--- src/rtl/bpu_pkg.sv ---
// rtl/bpu_pkg.sv - shared types, constants and counter helper for the branch predict unit
package bpu_pkg;

    typedef enum logic {
        RUN    = 1'b0,
        HALTED = 1'b1
    } bpu_state_e;

    localparam logic [6:0] HALT_OPCODE_DEF = 7'b1111111;

    // Widest counter the helper supports; callers pass their real width.
    localparam int CTR_MAX_W = 8;

    function automatic logic [CTR_MAX_W-1:0] ctr_next(
        input logic [CTR_MAX_W-1:0] ctr,
        input logic                 taken,
        input int unsigned          ctr_w
    );
        logic [CTR_MAX_W-1:0] ctr_max;
        ctr_max = CTR_MAX_W'((32'd1 << ctr_w) - 32'd1);
        if (taken) begin
            return (ctr >= ctr_max) ? ctr : ctr + 1'b1;
        end
        return (ctr == '0) ? ctr : ctr - 1'b1;
    endfunction

endpackage

--- src/rtl/branch_predict_unit_if.sv ---
// rtl/branch_predict_unit_if.sv - fetch/execute signal bundle of the branch predict unit
interface branch_predict_unit_if #(
    parameter int PC_W = 9
);
    logic [PC_W-1:0] if_pc;
    logic            if_pred_taken;
    logic            ex_valid;
    logic [PC_W-1:0] ex_pc;
    logic [31:0]     ex_imm;
    logic            ex_branch;
    logic [31:0]     ex_alu_result;
    logic [6:0]      ex_opcode;
    logic            ex_pred_taken;
    logic [31:0]     pc_imm;
    logic [31:0]     pc_four;
    logic [31:0]     br_pc;
    logic            pc_sel;
    logic            mispredict;
    logic            halted;
    logic [31:0]     stat_branches;
    logic [31:0]     stat_mispredicts;

    modport master (
        output if_pc, ex_valid, ex_pc, ex_imm, ex_branch, ex_alu_result, ex_opcode, ex_pred_taken,
        input  if_pred_taken, pc_imm, pc_four, br_pc, pc_sel, mispredict, halted,
               stat_branches, stat_mispredicts
    );

    modport slave (
        input  if_pc, ex_valid, ex_pc, ex_imm, ex_branch, ex_alu_result, ex_opcode, ex_pred_taken,
        output if_pred_taken, pc_imm, pc_four, br_pc, pc_sel, mispredict, halted,
               stat_branches, stat_mispredicts
    );
endinterface

--- src/rtl/bht_table.sv ---
// rtl/bht_table.sv - bimodal saturating-counter table, one fetch read port and one execute update port
module bht_table
    import bpu_pkg::*;
#(
    parameter int ENTRIES = 16,
    parameter int CTR_W   = 2,
    localparam int IDX_W  = $clog2(ENTRIES)
) (
    input  logic             clk,
    input  logic             reset,
    input  logic [IDX_W-1:0] rd_idx,
    output logic [CTR_W-1:0] rd_ctr,
    input  logic             upd_en,
    input  logic [IDX_W-1:0] upd_idx,
    input  logic             upd_taken
);
    // Weakly-not-taken: one below the taken threshold (0 for single-bit counters).
    localparam logic [CTR_W-1:0] CTR_INIT = CTR_W'((32'd1 << (CTR_W - 1)) - 32'd1);

    logic [CTR_W-1:0]     tbl [ENTRIES];
    logic [CTR_MAX_W-1:0] nxt_wide;
    logic [CTR_W-1:0]     nxt;
    logic                 unused_hi;

    assign rd_ctr    = tbl[rd_idx];
    assign nxt_wide  = ctr_next(CTR_MAX_W'(tbl[upd_idx]), upd_taken, CTR_W);
    assign nxt       = nxt_wide[CTR_W-1:0];
    assign unused_hi = ^nxt_wide;

    always_ff @(posedge clk or negedge reset) begin
        if (!reset) begin
            for (int i = 0; i < ENTRIES; i++) begin
                tbl[i] <= CTR_INIT;
            end
        end else if (upd_en) begin
            tbl[upd_idx] <= nxt;
        end
    end

endmodule

--- src/rtl/branch_predict_unit.sv ---
// rtl/branch_predict_unit.sv - execute-stage branch resolution with bimodal prediction, halt and stats
module branch_predict_unit
    import bpu_pkg::*;
#(
    parameter int         PC_W        = 9,
    parameter int         BHT_ENTRIES = 16,
    parameter int         CTR_W       = 2,
    parameter logic [6:0] HALT_OPCODE = HALT_OPCODE_DEF
) (
    input  logic                   clk,
    input  logic                   reset,
    branch_predict_unit_if.slave   bus
);
    localparam int IDX_W = $clog2(BHT_ENTRIES);

    bpu_state_e       state;
    logic [31:0]      halt_pc_q;
    logic [31:0]      stat_br_q;
    logic [31:0]      stat_mp_q;
    logic [31:0]      pc_full;
    logic [CTR_W-1:0] rd_ctr;
    logic             actual;
    logic             halt_hit;
    logic             is_halted;
    logic             mp;
    logic             upd_en;
    logic             unused_bits;

    assign pc_full     = 32'(bus.ex_pc);
    assign is_halted   = (state == HALTED);
    assign actual      = bus.ex_branch & bus.ex_alu_result[0];
    assign halt_hit    = bus.ex_valid & (bus.ex_opcode == HALT_OPCODE);
    assign mp          = bus.ex_valid & ~halt_hit & ~is_halted & (actual != bus.ex_pred_taken);
    assign upd_en      = bus.ex_valid & bus.ex_branch & ~halt_hit & ~is_halted;
    assign unused_bits = ^{bus.if_pc, bus.ex_alu_result};

    bht_table #(
        .ENTRIES (BHT_ENTRIES),
        .CTR_W   (CTR_W)
    ) u_bht (
        .clk       (clk),
        .reset     (reset),
        .rd_idx    (bus.if_pc[IDX_W+1:2]),
        .rd_ctr    (rd_ctr),
        .upd_en    (upd_en),
        .upd_idx   (bus.ex_pc[IDX_W+1:2]),
        .upd_taken (actual)
    );

    assign bus.if_pred_taken    = rd_ctr[CTR_W-1];
    assign bus.pc_four          = pc_full + 32'd4;
    assign bus.pc_imm           = halt_hit ? pc_full : pc_full + bus.ex_imm;
    assign bus.mispredict       = mp;
    assign bus.pc_sel           = is_halted | halt_hit | mp;
    assign bus.halted           = is_halted;
    assign bus.stat_branches    = stat_br_q;
    assign bus.stat_mispredicts = stat_mp_q;

    always_comb begin
        bus.br_pc = 32'd0;
        if (is_halted) begin
            bus.br_pc = halt_pc_q;
        end else if (halt_hit) begin
            bus.br_pc = pc_full;
        end else if (mp) begin
            bus.br_pc = actual ? bus.pc_imm : bus.pc_four;
        end
    end

    // Halt is sticky: once entered only reset leaves, and every update is frozen.
    always_ff @(posedge clk or negedge reset) begin
        if (!reset) begin
            state     <= RUN;
            halt_pc_q <= 32'd0;
            stat_br_q <= 32'd0;
            stat_mp_q <= 32'd0;
        end else begin
            case (state)
                RUN: begin
                    if (halt_hit) begin
                        state     <= HALTED;
                        halt_pc_q <= pc_full;
                    end
                    if (upd_en && stat_br_q != 32'hFFFF_FFFF) begin
                        stat_br_q <= stat_br_q + 32'd1;
                    end
                    if (mp && stat_mp_q != 32'hFFFF_FFFF) begin
                        stat_mp_q <= stat_mp_q + 32'd1;
                    end
                end
                HALTED: state <= HALTED;
                default: state <= RUN;
            endcase
        end
    end

endmodule

--- src/flat_wrapper.sv ---
// flat-port wrapper written by rule: the top's interface ports become plain ports
module branch_predict_unit_flat import bpu_pkg::*;
#(
    parameter int         PC_W        = 9,
    parameter int         BHT_ENTRIES = 16,
    parameter int         CTR_W       = 2,
    parameter logic [6:0] HALT_OPCODE = HALT_OPCODE_DEF
)
  (clk, reset, bus_if_pc, bus_ex_valid, bus_ex_pc, bus_ex_imm, bus_ex_branch, bus_ex_alu_result, bus_ex_opcode, bus_ex_pred_taken, bus_if_pred_taken, bus_pc_imm, bus_pc_four, bus_br_pc, bus_pc_sel, bus_mispredict, bus_halted, bus_stat_branches, bus_stat_mispredicts);
  branch_predict_unit_if #(.PC_W(PC_W)) bus_i ();
  input  logic clk;
  input  logic reset;
  input wire logic [$bits(bus_i.if_pc)-1:0] bus_if_pc;
  input wire logic [$bits(bus_i.ex_valid)-1:0] bus_ex_valid;
  input wire logic [$bits(bus_i.ex_pc)-1:0] bus_ex_pc;
  input wire logic [$bits(bus_i.ex_imm)-1:0] bus_ex_imm;
  input wire logic [$bits(bus_i.ex_branch)-1:0] bus_ex_branch;
  input wire logic [$bits(bus_i.ex_alu_result)-1:0] bus_ex_alu_result;
  input wire logic [$bits(bus_i.ex_opcode)-1:0] bus_ex_opcode;
  input wire logic [$bits(bus_i.ex_pred_taken)-1:0] bus_ex_pred_taken;
  output wire logic [$bits(bus_i.if_pred_taken)-1:0] bus_if_pred_taken;
  output wire logic [$bits(bus_i.pc_imm)-1:0] bus_pc_imm;
  output wire logic [$bits(bus_i.pc_four)-1:0] bus_pc_four;
  output wire logic [$bits(bus_i.br_pc)-1:0] bus_br_pc;
  output wire logic [$bits(bus_i.pc_sel)-1:0] bus_pc_sel;
  output wire logic [$bits(bus_i.mispredict)-1:0] bus_mispredict;
  output wire logic [$bits(bus_i.halted)-1:0] bus_halted;
  output wire logic [$bits(bus_i.stat_branches)-1:0] bus_stat_branches;
  output wire logic [$bits(bus_i.stat_mispredicts)-1:0] bus_stat_mispredicts;
  assign bus_i.if_pc = bus_if_pc;
  assign bus_i.ex_valid = bus_ex_valid;
  assign bus_i.ex_pc = bus_ex_pc;
  assign bus_i.ex_imm = bus_ex_imm;
  assign bus_i.ex_branch = bus_ex_branch;
  assign bus_i.ex_alu_result = bus_ex_alu_result;
  assign bus_i.ex_opcode = bus_ex_opcode;
  assign bus_i.ex_pred_taken = bus_ex_pred_taken;
  assign bus_if_pred_taken = bus_i.if_pred_taken;
  assign bus_pc_imm = bus_i.pc_imm;
  assign bus_pc_four = bus_i.pc_four;
  assign bus_br_pc = bus_i.br_pc;
  assign bus_pc_sel = bus_i.pc_sel;
  assign bus_mispredict = bus_i.mispredict;
  assign bus_halted = bus_i.halted;
  assign bus_stat_branches = bus_i.stat_branches;
  assign bus_stat_mispredicts = bus_i.stat_mispredicts;
  branch_predict_unit #(.PC_W(PC_W), .BHT_ENTRIES(BHT_ENTRIES), .CTR_W(CTR_W), .HALT_OPCODE(HALT_OPCODE)) u_core (.clk(clk), .reset(reset), .bus(bus_i));
endmodule
--- config.mk ---
export PLATFORM = sky130hd
export DESIGN_NAME = branch_predict_unit_flat
export DESIGN_NICKNAME = d
export VERILOG_FILES = /design/src/rtl/bpu_pkg.sv /design/src/rtl/branch_predict_unit_if.sv /design/src/rtl/bht_table.sv /design/src/rtl/branch_predict_unit.sv /design/src/flat_wrapper.sv
export SDC_FILE = /design/constraint.sdc
export NUM_CORES = 1
export LEC_CHECK = 0
export BUFFER_PORTS_ARGS = -buffer_cell sky130_fd_sc_hd__buf_2
export CORE_MARGIN = 8
export CORE_UTILIZATION = 45
export CTS_CLUSTER_SIZE = 28
export DETAILED_ROUTE_END_ITERATION = 7
export PLACE_DENSITY_LB_ADDON = 0.25
export SYNTH_ARGS = -nofsm -noshare
export SYNTH_HDL_FRONTEND = slang
export SYNTH_SLANG_ARGS = --single-unit
--- constraint.sdc ---
create_clock -name clk -period 8.55 [get_ports clk]
set_input_delay 1.71 -clock clk [delete_from_list [all_inputs] [get_ports clk]]
set_output_delay 1.71 -clock clk [all_outputs]
set_load 0.02 [all_outputs]
==> results of run 1 <==
## where the power goes
part           switching, W  internal (W)  leakage (nW)
clock              0.000192      0.000220         0.148
sequential        0.0000445      0.000551          1.40
combinational      0.000209      0.000124          2.46
## critical path, cell delays in order
cell and delay (ns):
buf_2 0.39, ha_1 0.36, a21oi_1 0.26, o21ai_1 0.23, a31oi_1 0.63, o21ai_0 0.21, a21oi_1 0.25, buf_2 0.22
## registers in the layout, summed over array words and instances (netlist names)
name                         cells
u_core.bus.halted                1
u_core.bus.stat_branches        32
u_core.bus.stat_mispredicts     32
u_core.halt_pc_q                 9
u_core.u_bht.tbl                32
## metrics by stage
step | setup WS, ns | cell area (um2) | hold slack [ns]
2_1_floorplan | 3.05 | 7050 | 0.461
3_3_place_gp | 2.55 | 7990 | 0.472
3_5_place_dp | 2.58 | 7990 | 0.473
4_1_cts | 2.55 | 8280 | 0.487
5_1_grt | 2.37 | 8280 | 0.507
6_report | 2.58 | 8280 | 0.486
## how the worst max path moves through the flow
stage                              from       endpoint  slack [ns]  cells after the start
final                      bus_ex_pc[2]  bus_br_pc[11]        2.58                      8
after floorplan           bus_ex_imm[0]   bus_br_pc[6]        3.05                      8
after detailed placement   bus_ex_pc[2]  bus_br_pc[11]        2.58                      8
after CTS                  bus_ex_pc[2]  bus_br_pc[11]        2.55                      8
after global placement     bus_ex_pc[2]  bus_br_pc[11]        2.55                      8
after global routing       bus_ex_pc[2]  bus_br_pc[11]        2.37                      8
## placed cells by master (no fill, tap or decap), drive strengths merged, types with 18 or more instances in the layout
cell	netlist	routed
and3	28	28
buf	36	206
conb	1	22
dfrtp	90	90
mux2	27	27
nand2	74	74
nand3	48	48
nand4	32	32
nor2	42	42
o211ai	18	18
o21ai	28	28
xnor2	61	61
xor2	23	23
## metal layers
metal,vias to the layer above,track usage,part of all wire
met3,15,0.0591,0.086
met1,2916,0.253,0.45
met2,225,0.302,0.45
met4,0,0.0475,0.0098
met5,-,0,0
li1,2990,-,-
## cells by family (layout without fill, tap and decap cells)
kind of cell / after synthesis / count (layout)
AND/OR/NAND/NOR: 293 / 293
AO/OA/AOI/OAI: 111 / 111
flip-flops: 106 / 106
XOR/XNOR: 84 / 84
buffers and inverters: 73 / 235
multiplexers: 44 / 44
adder cells (fa/ha/maj): 18 / 18
other: 1 / 23
## final cells by class
class	count	area share
sequential	106	0.323
multi-input combinational	572	0.480
timing repair buffer	206	0.127
tap	188	0.0284
inverter	13	0.00589
clock inverter	5	0.00483
antenna	1	0.000302
clock buffer	11	0.0307
==> out/metrics.yaml, run 1 <==
vdd_drop_max_uv: 197
synth_area_leaders: "dfrtp_1 (32%), xnor2_1 (7.7%), dfstp_2 (6.0%), mux2_2 (4.4%), mux4_2 (4.2%)"
r2r_end: "u_core.bus.stat_mispredicts[26]"
hold_path.class: "register to register"
path_clk_slew_ns: 0.07
finalNonFillerCells: 1102
drive_above_1_share: 0.309
io_buffers: 199
htree_levels: 3
critPathMaxFanout: 18
synth_top_area_frac: 0.323
synth_cells: 730
cp-start-kind: "primary input"
synth_top_family_by_area: "simple AND/OR/NAND/NOR gates"
leakage_nw: 4.00
synth-xor-area-share: 0.105
area_growth_syn_to_layout_pct: 18.8
root_buffer: "clkbuf_16"
cp.required_ns: 6.84
setup_viol: 0
setup_tns_ns: 0
synth_warnings: 0
worstHoldStart: "u_core.bus.stat_mispredicts[16]"
synthFlopType: "dfrtp_1"
synthMuxAreaShare: 0.0913
hold_viol: 0
worst-setup-path-type: "primary input to output port"
initial_utilization: 0.459
rr_startpoint: "u_core.bus.halted"
synth_area_um2: 6970
die_w_um: 140
synth_edf_count: 0
cap_violations: 0
dr.pass1.iters: 6
core_um2: 15200
post-route-min-period_ns: 5.97
dieArea_um2: 19700
clock-sinks: 106
cts_setup_buffers: 0
slew_headroom: 0.470
ys_types: 63
fin_nets: 1018
hpwlAfterDp_um: 14700
fin_skew_ns: 0.00896
ys_seq_area_frac: 0.383
syn_area_per_cell_um2: 9.55
r2r_slack_ns: 6.00
core.rowCount: 45
gp_congestion: 0.846
ant_nets: 0
grt_overflow: 0
die_h_um: 140
clk_path_buf_depth: 2
insertion_delay_ns: 0.35
synth-compound-area-share: 0.111
groute.usage.overall: 0.192
grt_max_degree: 55
post-route-util: 0.545
critPathCaptureType: "output port"
drc: 0
drt_iter0_markers: 322
antenna_found_initial: 1
ys_ff_latch: 106
fmax_mhz: 167
min_path_cells: 1
via_per_inst: 5.58
grt_pass1_vias: 5836
synth_common_cells: "dfrtp_1 (90), nand2_1 (74), xnor2_1 (61)"
yosys.area.top_type: "dfrtp_1"
multiInputGateArea_um2: 3980
cts-resized-gates: 0
vias: 6146
yosysMostFrequentCell: "dfrtp_1"
num_io_pins: 258
fin_crit_sh: 0.698
synth_adder_area_share: 0.0328
wl_per_cell_um: 17.6
regArea_um2: 2670
numCtsBuffers: 9
critPathArrivalTime_ns: 4.26
routed_wl_um: 19400
status: "complete, no violations"
report.power.total_w: 0.00134
grt_pass1_wl_um: 31100
async_flop_share: 1.00
yosys.area_share.simple: 0.218
cts_tree: "yes"
cellPowerDensity_nw_per_um2: 162
hold_buffers: 0
rsz0062_at_grt: "false"
dp_cells: 1085
ff2ff_path_depth: 8
min_to: "u_core.bus.stat_mispredicts[16]"
slew_violations: 0
worst_pin_slew_ns: 0.789
n_fill_cell: 1456
Power figures use the tool's default switching activity.
==> run 2: changes to the inputs <==
clock period = 5.08 ns   (was 8.55 ns; I/O delays follow)
==> run 2 against run 1 <==
Clock power up 72%; critical path depth up 1; clock-buffer cell count down 1; sequential power up 68%; non-clock buffer count up 3; total power up 69%; die area unchanged; via count up 0.42%; critical path type unchanged; critical endpoint unchanged; largest power group unchanged; highest routed layer unchanged.
==> out/metrics.yaml, run 2 (synthesized netlist as in run 1, its figures left out) <==
status: "complete, no violations"
cap_violations: 0
ant_nets: 0
io_buffers: 199
diodes: 0
cp-start-kind: "primary input"
worst_pin_slew_ns: 0.805
final_common_cell: "buf_2"
rsz0062_at_grt: "false"
cellPowerDensity_nw_per_um2: 272
antenna_found_initial: 0
crit_path_top_delay_cell: "a31oi_1"
dieArea_um2: 19700
grt_max_degree: 56
hold_viol: 0
root_buffer: "clkbuf_16"
numCtsBuffers: 9
hpwlAfterDp_um: 15000
htree_levels: 3
drive_above_1_share: 0.312
grt_overflow: 0
critPathArrivalTime_ns: 3.42
leakage_nw: 4.02
finalNonFillerCells: 1104
cts-resized-gates: 0
final_cell_mix: "buf_2 (198), dfrtp_1 (90), nand2_1 (74), xnor2_1 (61), nand3_1 (48)"
grt_pass1_wl_um: 31600
groute.usage.overall: 0.196
core.rowCount: 45
dp_cells: 1088
setup_viol: 0
path_clk_slew_ns: 0.07
dr.pass1.iters: 5
insertion_delay_ns: 0.35
grt_pass1_vias: 5962
critPathCaptureType: "output port"
fin_nets: 1021
num_io_pins: 258
crit_chain: "buf_2 -> ha_1 -> a21o_1 -> a21oi_1 -> o21ai_1 -> a31oi_1 -> o21ai_0 -> a21oi_1 -> buf_2"
fin_crit_sh: 0.873
critical_path_buf_inv_count: 2
cts_setup_buffers: 0
max_stage_delay_ns: 0.64
vdd_drop_max_uv: 289
setup_tns_ns: 0
post-route-min-period_ns: 4.43
area_growth_syn_to_layout_pct: 19.2
wl_per_cell_um: 17.6
drc: 0
via_per_inst: 5.59
post-route-util: 0.547
n_fill_cell: 1436
slew_violations: 0
fmax_mhz: 226
die_w_um: 140
crit_family: "compound AO/OA/AOI/OAI gates"
cts_tree: "yes"
drt_iter0_markers: 390
critPathMaxFanout: 8
routed_wl_um: 19400
slew_headroom: 0.459
die_h_um: 140
fin_skew_ns: 0.00591
vias: 6172
hold_buffers: 0
clk_path_buf_depth: 2
cp.required_ns: 4.06
core_um2: 15200
worst-setup-path-type: "primary input to output port"
gp_congestion: 0.859
initial_utilization: 0.459
hold_path.class: "register to register"
clock-sinks: 106
[run 2: changes by cell type in the layout (fill, tap and decap cells not counted), sizes merged]
cell and delta:
clkinvlp +1, clkbuf -1, clkinv +1, buf +3, inv -1, diode -1
[run 2: metal layers]
layer | routed length, um | global-route usage | vias up
met1 | 8650 | 0.251 | 2926
met4 | 227 | 0.0486 | 0
met5 | 0 | 0 | -
li1 | - | - | 2991
met2 | 8830 | 0.317 | 235
met3 | 1710 | 0.0581 | 20
[run 2: area by class of cell]
class,count,area (um2),area share
clock buffers,10,250,0.0301
clock inverters,6,55.1,0.00662
inverters,13,48.8,0.00587
flip-flops and latches,106,2670,0.321
multi-input cells,572,3980,0.479
well taps,188,235,0.0283
repair buffers,209,1070,0.129
[run 2: path summary, 6_finish.rpt]
| kind | start | endpoint | slack (ns) | cells after the start |
|---|---|---|---|---|
| worst max-delay path | bus_ex_pc[1] | bus_br_pc[11] | 0.65 | 9 |
| worst min-delay path | u_core.bus.stat_branches[5] | u_core.bus.stat_branches[5] | 0.49 | 1 |
| worst max register to register | u_core.bus.halted | u_core.bus.stat_mispredicts[26] | 2.53 | 9 |
| worst min register to register | u_core.bus.stat_branches[5] | u_core.bus.stat_branches[5] | 0.49 | 1 |
| max in group asynchronous | reset | u_core.u_bht.tbl[3] | 3.27 | 2 |
| min in group asynchronous | reset | u_core.bus.stat_branches[26] | 0.70 | 1 |
[run 2: report_power, final]
| part | leakage [nW] | total [W] | internal [W] | switching, W |
|---|---|---|---|---|
| combinational | 2.47 | 0.000559 | 0.000209 | 0.000350 |
| clock | 0.150 | 0.000706 | 0.000373 | 0.000332 |
| sequential | 1.40 | 0.000997 | 0.000927 | 0.0000707 |
| total | 4.02 | 0.00226 | 0.00151 | 0.000753 |
[run 2: metrics by stage]
step           cell area (um2)  setup WS (ns)  hold slack [ns]  total power, W
6_report                  8320          0.647            0.487         0.00226
5_1_grt                   8320          0.443            0.509         0.00238
4_1_cts                   8320          0.620            0.489         0.00229
3_5_place_dp              8010          0.632            0.478         0.00157
3_3_place_gp              8010          0.675            0.473         0.00157
2_1_floorplan             7050          0.968            0.461         0.00138
